$ cat config.mk
export PLATFORM = sky130hd
export DESIGN_NAME = spdif_transmitter_flat
export DESIGN_NICKNAME = d
export VERILOG_FILES = /design/src/rtl/spdif_transmitter_pkg.sv /design/src/rtl/spdif_transmitter_if.sv /design/src/rtl/spdif_bmc_cell.sv /design/src/rtl/spdif_transmitter.sv /design/src/flat_wrapper.sv
export SDC_FILE = /design/constraint.sdc
export NUM_CORES = 1
export LEC_CHECK = 0
export BUFFER_PORTS_ARGS = -buffer_cell sky130_fd_sc_hd__buf_2
export CAP_MARGIN = 20
export CORE_MARGIN = 2
export CORE_UTILIZATION = 30
export DETAILED_ROUTE_END_ITERATION = 8
export GPL_TIMING_DRIVEN = 0
export MAX_ROUTING_LAYER = met4
export SYNTH_ARGS = -nofsm -noshare
export SYNTH_HDL_FRONTEND = slang
export SYNTH_SLANG_ARGS = --single-unit
$ cat constraint.sdc
create_clock -name clk -period 3.2 [get_ports clk]
set_input_delay 0.96 -clock clk [delete_from_list [all_inputs] [get_ports clk]]
set_output_delay 0.96 -clock clk [all_outputs]
set_load 0.02 [all_outputs]
$ cat src/rtl/spdif_transmitter_pkg.sv
// rtl/spdif_transmitter_pkg.sv - shared S/PDIF framing constants and preamble lookup
package audipus_pkg;

    localparam int SLOTS_PER_SUB    = 32;
    localparam int FRAMES_PER_BLOCK = 192;
    localparam int HALF_PER_FRAME   = 4 * SLOTS_PER_SUB;

    // Preamble half-cells, first half-cell in the MSB, for a line level of 0 before the preamble
    localparam logic [7:0] PRE_B = 8'b1110_1000;
    localparam logic [7:0] PRE_M = 8'b1110_0010;
    localparam logic [7:0] PRE_W = 8'b1110_0100;

    typedef enum logic [1:0] {
        PRE_SEL_B,
        PRE_SEL_M,
        PRE_SEL_W
    } pre_sel_t;

    function automatic logic [7:0] pre_pattern(input pre_sel_t sel);
        case (sel)
            PRE_SEL_B: return PRE_B;
            PRE_SEL_M: return PRE_M;
            default:   return PRE_W;
        endcase
    endfunction

endpackage

$ cat src/rtl/spdif_transmitter_if.sv
// rtl/spdif_transmitter_if.sv - left/right sample pair handshake into the transmitter
interface spdif_transmitter_if #(
    parameter int SAMPLE_W = 24
);
    logic [SAMPLE_W-1:0] sample_l;
    logic [SAMPLE_W-1:0] sample_r;
    logic                sample_valid;
    logic                sample_ready;

    modport master (output sample_l, sample_r, sample_valid, input sample_ready);
    modport slave  (input sample_l, sample_r, sample_valid, output sample_ready);
endinterface

$ cat src/rtl/spdif_bmc_cell.sv
// rtl/spdif_bmc_cell.sv - half-cell biphase-mark / preamble serializer holding the line level
module spdif_bmc_cell
    import audipus_pkg::*;
(
    input  logic       clk,
    input  logic       reset_n,
    input  logic       i_tick,
    input  logic       i_idle,
    input  logic       i_preamble,
    input  pre_sel_t   i_pre_sel,
    input  logic [2:0] i_pre_idx,
    input  logic       i_half,
    input  logic       i_bit,
    output logic       o_line
);

    logic       r_line;
    logic       r_plvl;
    logic       w_lvl;
    logic       w_next;
    logic [7:0] w_pat;

    // Next half-cell: preambles are relative to the level before them, data cells toggle at start and mid-cell for a 1
    always_comb begin
        w_pat = pre_pattern(i_pre_sel);
        w_lvl = (i_pre_idx == 3'd0) ? r_line : r_plvl;
        if (i_preamble) begin
            w_next = w_pat[3'd7 - i_pre_idx] ^ w_lvl;
        end else if (!i_half) begin
            w_next = ~r_line;
        end else begin
            w_next = r_line ^ i_bit;
        end
    end

    // Line register advances only on a tick; idle forces the line low
    always_ff @(posedge clk or negedge reset_n) begin
        if (!reset_n) begin
            r_line <= 1'b0;
            r_plvl <= 1'b0;
        end else if (i_tick) begin
            if (i_idle) begin
                r_line <= 1'b0;
            end else begin
                r_line <= w_next;
                if (i_preamble && (i_pre_idx == 3'd0)) begin
                    r_plvl <= r_line;
                end
            end
        end
    end

    assign o_line = r_line;

endmodule

$ cat src/rtl/spdif_transmitter.sv
// rtl/spdif_transmitter.sv - S/PDIF frame builder with one-entry sample buffer; SPDIF_CHSTAT_EN enables channel status
module spdif_transmitter
    import audipus_pkg::*;
#(
    parameter int SAMPLE_W = 24
) (
    input  logic                 clk,
    input  logic                 reset_n,
    input  logic                 enable,
    input  logic                 bmc_tick,
    spdif_transmitter_if.slave   smp,
    input  logic [31:0]          chan_status,
    output logic                 spdif_out,
    output logic                 frame_start,
    output logic                 underrun
);

    logic [6:0]          r_hc;
    logic [7:0]          r_frame;
    logic                r_alive;
    logic                r_full;
    logic [SAMPLE_W-1:0] r_buf_l;
    logic [SAMPLE_W-1:0] r_buf_r;
    logic [23:0]         r_aud_l;
    logic [23:0]         r_aud_r;
    logic                r_v;
    logic                r_frame_start;
    logic                r_underrun;

    logic                w_load;
    logic                w_accept;
    logic                w_sub;
    logic [4:0]          w_slot;
    logic                w_half;
    logic                w_pre;
    logic [2:0]          w_pre_idx;
    pre_sel_t            w_pre_sel;
    logic [23:0]         w_aud;
    logic [23:0]         w_buf_l;
    logic [23:0]         w_buf_r;
    logic                w_c;
    logic                w_par;
    logic [31:0]         w_word;
    logic                w_idle;

    assign w_load    = enable & bmc_tick & (r_hc == 7'd0);
    assign w_accept  = smp.sample_valid & smp.sample_ready;
    assign smp.sample_ready = r_alive & enable & ~r_full;

    assign w_sub     = r_hc[6];
    assign w_slot    = r_hc[5:1];
    assign w_half    = r_hc[0];
    assign w_pre     = (w_slot[4:2] == 3'd0);
    assign w_pre_idx = {w_slot[1:0], w_half};
    assign w_pre_sel = w_sub ? PRE_SEL_W : ((r_frame == 8'd0) ? PRE_SEL_B : PRE_SEL_M);
    assign w_idle    = ~enable;

    // Samples are MSB-aligned to slot 27 so narrower widths leave the low slots at 0
    assign w_buf_l   = 24'(r_buf_l) << (24 - SAMPLE_W);
    assign w_buf_r   = 24'(r_buf_r) << (24 - SAMPLE_W);

`ifdef SPDIF_CHSTAT_EN
    logic [31:0] r_cs;

    // Channel status is sampled once per block so a mid-block change cannot tear the 32 bits
    always_ff @(posedge clk or negedge reset_n) begin
        if (!reset_n) begin
            r_cs <= 32'd0;
        end else if (w_load && (r_frame == 8'd0)) begin
            r_cs <= chan_status;
        end
    end

    assign w_c = (r_frame < 8'd32) ? r_cs[r_frame[4:0]] : 1'b0;
`else
    logic w_unused_cs;
    assign w_unused_cs = ^chan_status;
    assign w_c = 1'b0;
`endif

    // Slot word of the current subframe: audio LSB at slot 4, then V, U, C and even parity
    assign w_aud  = w_sub ? r_aud_r : r_aud_l;
    assign w_par  = ^{w_aud, r_v, w_c};
    assign w_word = {w_par, w_c, 1'b0, r_v, w_aud, 4'b0000};

    // Half-cell position and block counters; disabling rewinds to frame 0 slot 0
    always_ff @(posedge clk or negedge reset_n) begin
        if (!reset_n) begin
            r_hc    <= 7'd0;
            r_frame <= 8'd0;
        end else if (!enable) begin
            r_hc    <= 7'd0;
            r_frame <= 8'd0;
        end else if (bmc_tick) begin
            r_hc <= r_hc + 7'd1;
            if (r_hc == 7'(HALF_PER_FRAME - 1)) begin
                r_frame <= (r_frame == 8'(FRAMES_PER_BLOCK - 1)) ? 8'd0 : r_frame + 8'd1;
            end
        end
    end

    // One-entry buffer; a pair accepted on the load clock is kept for the following frame
    always_ff @(posedge clk or negedge reset_n) begin
        if (!reset_n) begin
            r_alive <= 1'b0;
            r_full  <= 1'b0;
            r_buf_l <= '0;
            r_buf_r <= '0;
        end else begin
            r_alive <= 1'b1;
            if (w_accept) begin
                r_full  <= 1'b1;
                r_buf_l <= smp.sample_l;
                r_buf_r <= smp.sample_r;
            end else if (w_load) begin
                r_full  <= 1'b0;
            end
        end
    end

    // Frame registers load at slot 0; an empty buffer sends silence flagged invalid
    always_ff @(posedge clk or negedge reset_n) begin
        if (!reset_n) begin
            r_aud_l       <= 24'd0;
            r_aud_r       <= 24'd0;
            r_v           <= 1'b0;
            r_frame_start <= 1'b0;
            r_underrun    <= 1'b0;
        end else begin
            r_frame_start <= w_load;
            r_underrun    <= w_load & ~r_full;
            if (w_load) begin
                r_aud_l <= r_full ? w_buf_l : 24'd0;
                r_aud_r <= r_full ? w_buf_r : 24'd0;
                r_v     <= ~r_full;
            end
        end
    end

    spdif_bmc_cell u_cell (
        .clk        (clk),
        .reset_n    (reset_n),
        .i_tick     (bmc_tick),
        .i_idle     (w_idle),
        .i_preamble (w_pre),
        .i_pre_sel  (w_pre_sel),
        .i_pre_idx  (w_pre_idx),
        .i_half     (w_half),
        .i_bit      (w_word[w_slot]),
        .o_line     (spdif_out)
    );

    assign frame_start = r_frame_start;
    assign underrun    = r_underrun;

endmodule

$ cat src/flat_wrapper.sv
// flat-port wrapper written by rule: the top's interface ports become plain ports
module spdif_transmitter_flat import audipus_pkg::*;
#(
    parameter int SAMPLE_W = 24
)
  (clk, reset_n, enable, bmc_tick, chan_status, spdif_out, frame_start, underrun, smp_sample_l, smp_sample_r, smp_sample_valid, smp_sample_ready);
  spdif_transmitter_if #(.SAMPLE_W(SAMPLE_W)) smp_i ();
  input  logic clk;
  input  logic reset_n;
  input  logic enable;
  input  logic bmc_tick;
  input  logic [31:0] chan_status;
  output logic spdif_out;
  output logic frame_start;
  output logic underrun;
  input wire logic [$bits(smp_i.sample_l)-1:0] smp_sample_l;
  input wire logic [$bits(smp_i.sample_r)-1:0] smp_sample_r;
  input wire logic [$bits(smp_i.sample_valid)-1:0] smp_sample_valid;
  output wire logic [$bits(smp_i.sample_ready)-1:0] smp_sample_ready;
  assign smp_i.sample_l = smp_sample_l;
  assign smp_i.sample_r = smp_sample_r;
  assign smp_i.sample_valid = smp_sample_valid;
  assign smp_sample_ready = smp_i.sample_ready;
  spdif_transmitter #(.SAMPLE_W(SAMPLE_W)) u_core (.clk(clk), .reset_n(reset_n), .enable(enable), .bmc_tick(bmc_tick), .smp(smp_i), .chan_status(chan_status), .spdif_out(spdif_out), .frame_start(frame_start), .underrun(underrun));
endmodule
==> impl_metrics.toml, run 1 <==
[outcome]
outcome = "complete, no violations"

[power_and_ir_drop]
power.share.combinational = 0.232
p_int_uw = 3769
p_sw_uw = 1650
swShare = 0.3044
clkPwrFrac = 0.351
p_leak_uw = 0.003308
power-per-cell-area_nw_per_um2 = 778.7
peakVddDrop_v = 0.0003539
p_seq_frac = 0.417

[yosys]
synth-edff-count = 0
syn_area_per_cell_um2 = 10.89
syn_inst = 529
syn-cell-area_um2 = 5759
synthDistinctLibCells = 45
syn_nets = 619
synthArstFlopShare = 1.000
yosys_warnings = 0
synth-main-ff-cell = "dfrtp_1"
ys_seq_area_frac = 0.5127
ys_ff_latch = 118

[sta]
fin_worst_skew_ns = 0.01337
worst_slew_pin_slew_ns = 0.6270
maxSlewViolCount = 0
setup_ws_ns = 0.3127
grt_setup_unrepaired = "no"
clock.fmax_mhz = 346.3
whs_ns = 0.4669
relSlewSlack = 0.5776
hold_violations = 0
fin_crit_sh = 0.9023
post-route-min-period_ns = 2.887
setup_viol = 0

[grt]
grt_pass1_vias = 4125
grt.total_usage = 0.1428
grt_max_degree = 78
antenna_found_initial = 0
grt_pass1_wl_um = 21590
overflow = 0

[finish]
fin_area_um2 = 6959
n_antenna_cell = 0
drive_gt1_frac = 0.2480
fin_nets = 694
area_growth_pct = 20.83
fin_cells = 851

[critical_path]
path_class = "flip-flop to flip-flop"
cp_top_family = "buffers and inverters"
cp-start-kind = "flip-flop"
end_kind = "flip-flop"
worstPathRequired_ns = 3.55
crit_arrival_ns = 3.24
critPathBufInv = 6
path_cells = "buf_2, inv_1, ha_1, nand2b_1, or3_1, clkbuf_1, inv_2, clkbuf_1, buf_2, nand3_1, nand2_1"
cp_max_fo = 10
cpPeakStageDelay_ns = 0.49
slowest_stage = "dfrtp_1"

[die]
start_util = 0.3069
core-area_um2 = 18770
die_y_um = 142.6
dieArea_um2 = 20320
die_w_um = 142.6
rows = 50
io_pins = 89

[clock_network]
cts_tree = "built"
clock-sinks = 118
clkLatencyLatePin_ns = 0.42
numCtsBuffers = 17
ctsResizeCount = 0
postCtsHoldBufs = 0
cts_buffer_depth = 2
cts_max_level = 4
cts_setup_buffers = 0
clkTransAtPathRegs_ns = 0.06
clk_root_buffer_cell = "clkbuf_16"

[drt]
ant_nets = 0
wl_per_cell_um = 15.42
drt_iter0_drc = 153
vias = 4018
drt-pass1-iter-count = 4
routed_via_density = 4.722
routed_wl_um = 13130
drcViolationCount = 0

[placement]
dp_cells = 819
hpwl_um = 9613
place_ws_ns = -0.06182
portBuffers = 55
place_congestion = 0.8420
place_area_um2 = 6361

[job]
maxCapViolations = 0

[min_path]
hp-class = "primary input to async pin"
[per-stage QoR]
stage                     TNS (ns)  utilization  power [uW]
after global placement      -45.11       0.3371        3523
after floorplan                  0            -        3169
after global routing             0       0.3708        5747
after detailed placement   -0.3607       0.3389        3557
final                            0       0.3708        5419
after CTS                        0       0.3708        5498
[layout make-up]
| class | instances | area, um^2 |
|---|---|---|
| clock buffers | 20 | 456.7 |
| repair buffers | 56 | 309.0 |
| plain buffers | 33 | 182.7 |
| multi-input cells | 370 | 2594 |
| inverters | 8 | 30.03 |
| fillers | 1874 | 11810 |
| clock inverters | 12 | 141.4 |
| well taps | 234 | 292.8 |
| flip-flops and latches | 118 | 2953 |
[state kept, by name (all words and copies together), names as in the netlist]
signal	cells
u_core.r_aud_l	24
u_core.r_buf_r	24
u_core.underrun	1
u_core.r_full	1
u_core.u_cell.r_plvl	1
u_core.frame_start	1
u_core.u_cell.o_line	1
u_core.r_hc	7
u_core.r_buf_l	24
u_core.r_alive	1
u_core.r_aud_r	24
u_core.r_frame	8
u_core.r_v	1
[per-layer routing]
| layer | vias to the layer above | GRT usage | wire length, um |
|---|---|---|---|
| met3 | 11 | 0.04004 | 495 |
| met1 | 1971 | 0.1784 | 6050 |
| met4 | 0 | 0.03908 | 136 |
| met5 | - | - | 0 |
| li1 | 1966 | - | - |
| met2 | 70 | 0.2282 | 6443 |
[logic make-up (layout without fill, tap and decap cells)]
| family | count (synthesis) | in the layout | share of synthesized area |
|---|---|---|---|
| and+or+nand+nor | 212 | 212 | 0.1658 |
| DFF | 118 | 118 | 0.5127 |
| muxes | 78 | 78 | 0.1697 |
| xor gates and xnor gates | 49 | 49 | 0.07452 |
| buffers and inverters | 41 | 129 | 0.03693 |
| AOI/OAI and AO/OA | 25 | 25 | 0.02890 |
| adders and majority gates | 5 | 5 | 0.01086 |
| other | 1 | 1 | 0.0006511 |
[Yosys cell counts, types with 2 or more instances]
cell type | count | area, um^2
buf_2 | 3 | 15.01
a21oi_1 | 7 | 35.03
and2_1 | 9 | 56.30
nor2_1 | 13 | 48.80
nand2b_1 | 3 | 18.77
nand3_1 | 57 | 285.3
a22oi_1 | 2 | 15.01
nand2_1 | 108 | 405.4
mux2i_1 | 20 | 200.2
mux4_2 | 7 | 157.7
buf_12 | 2 | 40.04
nor2b_1 | 5 | 31.28
ha_1 | 5 | 62.56
nor4_1 | 2 | 12.51
clkbuf_1 | 24 | 90.09
o21ai_0 | 4 | 20.02
inv_1 | 7 | 26.28
buf_6 | 3 | 33.78
mux4_1 | 3 | 78.83
mux2_2 | 48 | 540.5
and3_1 | 2 | 12.51
xor2_1 | 29 | 254.0
o21ai_1 | 2 | 10.01
nor3_1 | 4 | 20.02
dfrtp_1 | 118 | 2953
or3_1 | 2 | 12.51
nand4_1 | 3 | 18.77
xnor2_1 | 20 | 175.2
[path summary, 6_finish.rpt]
| path | start | to | slack (ns) | cells after the start |
|---|---|---|---|---|
| setup / recovery | u_core.r_hc[1] | u_core.r_aud_r[7] | 0.31 | 11 |
| hold / removal | reset_n | u_core.underrun | 0.47 | 1 |
| setup reg to reg | u_core.r_hc[1] | u_core.r_aud_r[7] | 0.31 | 11 |
| hold reg to reg | u_core.r_buf_l[22] | u_core.r_aud_l[22] | 0.50 | 2 |
| max in group asynchronous | reset_n | u_core.r_full | 2.03 | 2 |
| min in group clk | u_core.r_buf_l[22] | u_core.r_aud_l[22] | 0.50 | 2 |
[placed cells by master, fill, tap and decap left out, drive strengths merged, types with 7 or more instances in the layout]
| master | count |
|---|---|
| clkbuf | 44 |
| nor2 | 14 |
| inv | 12 |
| mux2i | 20 |
| mux4 | 10 |
| and2 | 9 |
| nand3 | 57 |
| mux2 | 48 |
| nand2 | 108 |
| xnor2 | 20 |
| dfrtp | 118 |
| a21oi | 7 |
| buf | 65 |
| xor2 | 29 |
[power by group through the flow]
| stage | sequential, uW | combinational (uW) | clock (uW) |
|---|---|---|---|
| final | 2260 | 1260 | 1900 |
| after global routing | 2310 | 1420 | 2010 |
| after floorplan | 2140 | 1030 | 0 |
| after detailed placement | 2290 | 1270 | 0 |
| after global placement | 2280 | 1250 | 0 |
| after CTS | 2260 | 1280 | 1960 |
Note: power is estimated with default switching activity, not from simulation.
==> run 2: changes to the inputs <==
Settings changed: CTS_BUF_LIST from default to sky130_fd_sc_hd__clkbuf_4 sky130_fd_sc_hd__clkbuf_8.
==> run 2 against run 1 <==
Sequential cell count stayed put. Critical path type unchanged. Critical endpoint unchanged. Clock power down 26%. Hold slack worse by 0.033 ns. Register-to-register slack about the same. Cell count stayed put. Largest cell class unchanged. Setup slack worse by 0.0017 ns. First-iteration DRC count grew 20%. Core utilization is 1.0 points lower. Clock skew increased by 0.0015 ns. Clock-buffer cell count did not move. Sequential power about the same.
==> impl_metrics.toml, run 2 (synthesized netlist as in run 1, its figures left out) <==
[outcome]
outcome = "complete, no violations"

[grt]
grt_max_degree = 78
grt_pass1_vias = 4089
grt.total_usage = 0.1426
grt_pass1_wl_um = 21510
antenna_found_initial = 0
overflow = 0

[drt]
drt-pass1-iter-count = 4
drcViolationCount = 0
drt_iter0_drc = 183
routed_wl_um = 13120
routed_via_density = 4.659
vias = 3965
ant_nets = 0
wl_per_cell_um = 15.42

[sta]
worst_slew_pin_slew_ns = 0.6225
setup_viol = 0
maxSlewViolCount = 0
whs_ns = 0.4342
clock.fmax_mhz = 346.1
fin_crit_sh = 0.9028
fin_worst_skew_ns = 0.01491
hold_violations = 0
relSlewSlack = 0.5806
setup_ws_ns = 0.3110
grt_setup_unrepaired = "no"
post-route-min-period_ns = 2.889

[power_and_ir_drop]
p_int_uw = 3320
power.share.combinational = 0.255
power-per-cell-area_nw_per_um2 = 725.9
peakVddDrop_v = 0.0003492
swShare = 0.3245
p_leak_uw = 0.003225
p_sw_uw = 1595
p_seq_frac = 0.458
clkPwrFrac = 0.286

[critical_path]
path_cells = "buf_2, inv_1, ha_1, nand2b_1, or3_1, clkbuf_1, inv_2, clkbuf_1, buf_2, nand3_1, nand2_1"
worstPathRequired_ns = 3.59
cpPeakStageDelay_ns = 0.50
slowest_stage = "dfrtp_1"
critPathBufInv = 6
cp-start-kind = "flip-flop"
cp_max_fo = 10
end_kind = "flip-flop"
crit_arrival_ns = 3.28
worstReg2RegStart = "u_core.r_hc[1]"
cp_top_family = "buffers and inverters"
ff2ff_path_depth = 11
path_class = "flip-flop to flip-flop"
crit_cells = 11
critPathLaunch = "u_core.r_hc[1]"

[finish]
area_growth_pct = 17.58
fin_area_um2 = 6771
fin_nets = 694
n_antenna_cell = 0
drive_gt1_frac = 0.2496
final_common_cell = "dfrtp_1"
final_cell_mix = "118 x dfrtp_1, 108 x nand2_1, 57 x buf_2, 57 x nand3_1, 48 x mux2_2"

[die]
start_util = 0.3069
rows = 50
dieArea_um2 = 20320
die_y_um = 142.6
core-area_um2 = 18770
io_pins = 89
die_w_um = 142.6

[placement]
place_area_um2 = 6361
place_congestion = 0.8420
hpwl_um = 9613
place_ws_ns = -0.06182
portBuffers = 55

[clock_network]
ctsResizeCount = 0
cts_setup_buffers = 0
clkLatencyLatePin_ns = 0.45
postCtsHoldBufs = 0
clkTransAtPathRegs_ns = 0.08
clock-sinks = 118
cts_max_level = 4
numCtsBuffers = 17
cts_buffer_depth = 2
cts_tree = "built"
clk_root_buffer_cell = "clkbuf_8"

[min_path]
hp-class = "primary input to async pin"

[job]
maxCapViolations = 0
==> run 2: cell count changes in the layout (fill, tap and decap cells not counted) <==
cell       change
clkbuf_1       -1
clkbuf_4       +1
clkbuf_8      +17
clkbuf_16     -17
==> run 2: area by class of cell <==
| cell class | count | area, um^2 |
|---|---|---|
| sequential | 118 | 2953 |
| timing repair buffer | 56 | 309.0 |
| clock buffer | 20 | 269.0 |
| tap | 234 | 292.8 |
| multi-input combinational | 370 | 2594 |
| buffer | 33 | 182.7 |
| inverter | 8 | 30.03 |
| fill | 1896 | 12000 |
| clock inverter | 12 | 141.4 |
==> run 2: final timing paths <==
| path | end | slack (ns) |
|---|---|---|
| setup reg to reg | u_core.r_aud_r[7] | 0.31 |
| hold reg to reg | u_core.r_aud_r[12] | 0.51 |
| hold / removal | u_core.underrun | 0.43 |
| max in group asynchronous | u_core.r_full | 2.06 |
| setup / recovery | u_core.r_aud_r[7] | 0.31 |
| min in group clk | u_core.r_aud_r[12] | 0.51 |
==> run 2: worst reg2reg max path: stages, from the launching register on <==
cell and delay (ns):
dfrtp_1 0.50, buf_2 0.26, inv_1 0.10, ha_1 0.18, nand2b_1 0.09, or3_1 0.36
clkbuf_1 0.25, inv_2 0.17, clkbuf_1 0.39, buf_2 0.30, nand3_1 0.12, nand2_1 0.09
==> run 2: per-layer routing <==
metal / track usage / wire [um] / vias to the layer above
met5: - / 0 / -
met4: 0.03752 / 157 / 0
met3: 0.04206 / 523 / 12
met2: 0.2262 / 6339 / 70
met1: 0.1789 / 6100 / 1924
li1: - / - / 1959
==> run 2: power groups by stage <==
stage               Clock (uW)  Combinational [uW]  Sequential, uW
floorplan                    0                1030            2140
global placement             0                1250            2280
detailed placement           0                1270            2290
CTS                       1450                1270            2260
global route              1510                1420            2310
finish                    1410                1250            2250
==> run 2: through the flow <==
step | power, uW | utilization | setup TNS (ns) | cells
after global routing | 5237 | 0.3608 | 0 | 851
after CTS | 4981 | 0.3608 | 0 | 851
after global placement | 3523 | 0.3371 | -45.11 | 818
final | 4915 | 0.3608 | 0 | 851
after detailed placement | 3557 | 0.3389 | -0.3607 | 819
after floorplan | 3169 | - | 0 | 529
==> run 3: changes to the inputs <==
Settings changed: BUFFER_PORTS_ARGS -buffer_cell sky130_fd_sc_hd__buf_2 to -buffer_cell sky130_fd_sc_hd__buf_4, CTS_CLUSTER_DIAMETER from default to 40.
==> run 3 against run 2 <==
Sequential power about the same. Via count up 1.9%. Global-route usage about the same. Non-clock buffer count unchanged. Sequential share of layout area down 0.71 points. Core utilization up 0.59 points. Routed wire length up 0.27%. Cell count unchanged.
==> impl_metrics.toml, run 3 (synthesized netlist as in run 1, its figures left out) <==
[finish]
fin_nets = 694
multi_input_area_um2 = 2594
seq_area_um2 = 2953
area_growth_pct = 19.51
final_cell_mix = "118 x dfrtp_1, 108 x nand2_1, 57 x nand3_1, 55 x buf_4, 48 x mux2_2"
n_fill_cell = 1863
fin_cells = 851
final_common_cell = "dfrtp_1"
drive_gt1_frac = 0.2496
n_antenna_cell = 0

[critical_path]
cpPeakStageDelay_ns = 0.52
cp-start-kind = "flip-flop"
path_cells = "buf_2, inv_1, ha_1, nand2b_1, or3_1, clkbuf_1, inv_2, clkbuf_1, buf_2, nand3_1, nand2_1"
end_kind = "flip-flop"
worstPathRequired_ns = 3.58
ff2ff_path_depth = 11
cp_max_fo = 10
reg2reg_to = "u_core.r_aud_r[6]"
worstReg2RegStart = "u_core.r_hc[1]"
path_class = "flip-flop to flip-flop"
r2r_setup_slack_ns = 0.21
crit_arrival_ns = 3.37
slowest_stage = "dfrtp_1"

[sta]
worst_slew_pin_slew_ns = 0.7241
tns_ns = 0
grt_setup_unrepaired = "no"
fin_worst_skew_ns = 0.01218
post-route-min-period_ns = 2.985
maxSlewViolCount = 0
hold_violations = 0
clock.fmax_mhz = 335.0
relSlewSlack = 0.5173
fin_crit_sh = 0.9328
setup_viol = 0
whs_ns = 0.4936

[grt]
grt.total_usage = 0.1430
grt_pass1_wl_um = 21510
grt_max_degree = 66
overflow = 0
antenna_found_initial = 0
grt_pass1_vias = 4201

[clock_network]
cts_setup_buffers = 0
clkLatencyLatePin_ns = 0.45
ctsResizeCount = 0
postCtsHoldBufs = 0
clock-sinks = 118
cts_max_level = 4
numCtsBuffers = 17
clk_root_buffer_cell = "clkbuf_8"
cts_tree = "built"
clkTransAtPathRegs_ns = 0.08
cts_buffer_depth = 2

[job]
maxCapViolations = 0

[placement]
place_congestion = 0.8812
hpwl_um = 10010
dp_cells = 819
portBuffers = 55

[min_path]
min_to = "u_core.r_aud_l[12]"
hp-class = "flip-flop to flip-flop"
min_from = "u_core.r_buf_l[12]"
holdPathStages = 2

[drt]
drt_iter0_drc = 270
vias = 4041
wl_per_cell_um = 15.46
routed_wl_um = 13160
routed_via_density = 4.749
drt-pass1-iter-count = 5
drcViolationCount = 0
ant_nets = 0

[die]
core-area_um2 = 18770
rows = 50
die_w_um = 142.6
io_pins = 89
start_util = 0.3069
die_y_um = 142.6
dieArea_um2 = 20320

[outcome]
outcome = "complete, no violations"

[power_and_ir_drop]
peakVddDrop_v = 0.0003695
p_leak_uw = 0.003258
power-per-cell-area_nw_per_um2 = 709.0
[run 3: changes by cell type in the layout (fill, tap and decap cells not counted), sizes merged]
cell / delta
bufinv: -1
inv: +1
clkbuf: -2
clkinv: +2
[run 3: critical path, delay by kind of cell (launching register included)]
family / cells / cell delay, ns
buf+inv: 6 / 1.55
fa+ha+maj: 1 / 0.20
simple gates: 4 / 0.64
flops: 1 / 0.52
[run 3: worst max path at each step]
stage / startpoint / cells past startpoint / end / slack [ns]
after CTS: u_core.r_hc[1] / 11 / u_core.r_aud_r[6] / 0.25
after global routing: u_core.r_hc[1] / 11 / u_core.r_aud_r[10] / 0.04
final: u_core.r_hc[1] / 11 / u_core.r_aud_r[6] / 0.21
after detailed placement: bmc_tick / 9 / u_core.r_aud_r[6] / -0.09
after floorplan: bmc_tick / 9 / u_core.r_aud_l[23] / 0.53
after global placement: bmc_tick / 9 / u_core.r_aud_r[11] / -0.08
[run 3: final cells by class]
class                      count  area share
buffer                        33     0.02654
clock buffer                  18     0.03599
clock inverter                14     0.02072
inverter                       8    0.004363
multi-input combinational    370      0.3768
sequential                   118      0.4290
tap                          234     0.04254
timing repair buffer          56     0.06399
[run 3: stage by stage]
step | power (uW) | setup WS, ns | cell area, um^2 | utilization
CTS | 4943 | 0.2503 | 6883 | 0.3667
detailed placement | 3604 | -0.08666 | 6492 | 0.3459
floorplan | 3169 | 0.5342 | 5759 | -
global route | 5187 | 0.03702 | 6883 | 0.3667
finish | 4880 | 0.2150 | 6883 | 0.3667
global placement | 3542 | -0.07884 | 6465 | 0.3445
[run 3: metal layers]
metal,track usage,part of all wire,vias up
li1,-,-,1955
met1,0.1751,0.44,1996
met4,0.05367,0.017,0
met2,0.2290,0.50,74
met5,-,0,-
met3,0.03567,0.045,16
[run 3: power breakdown]
part | internal, uW | total [uW] | switching, uW | leakage [uW]
Combinational | 692 | 1300 | 612 | 0.00157
Clock | 652 | 1320 | 665 | 0.000182
Sequential | 1900 | 2260 | 362 | 0.00151
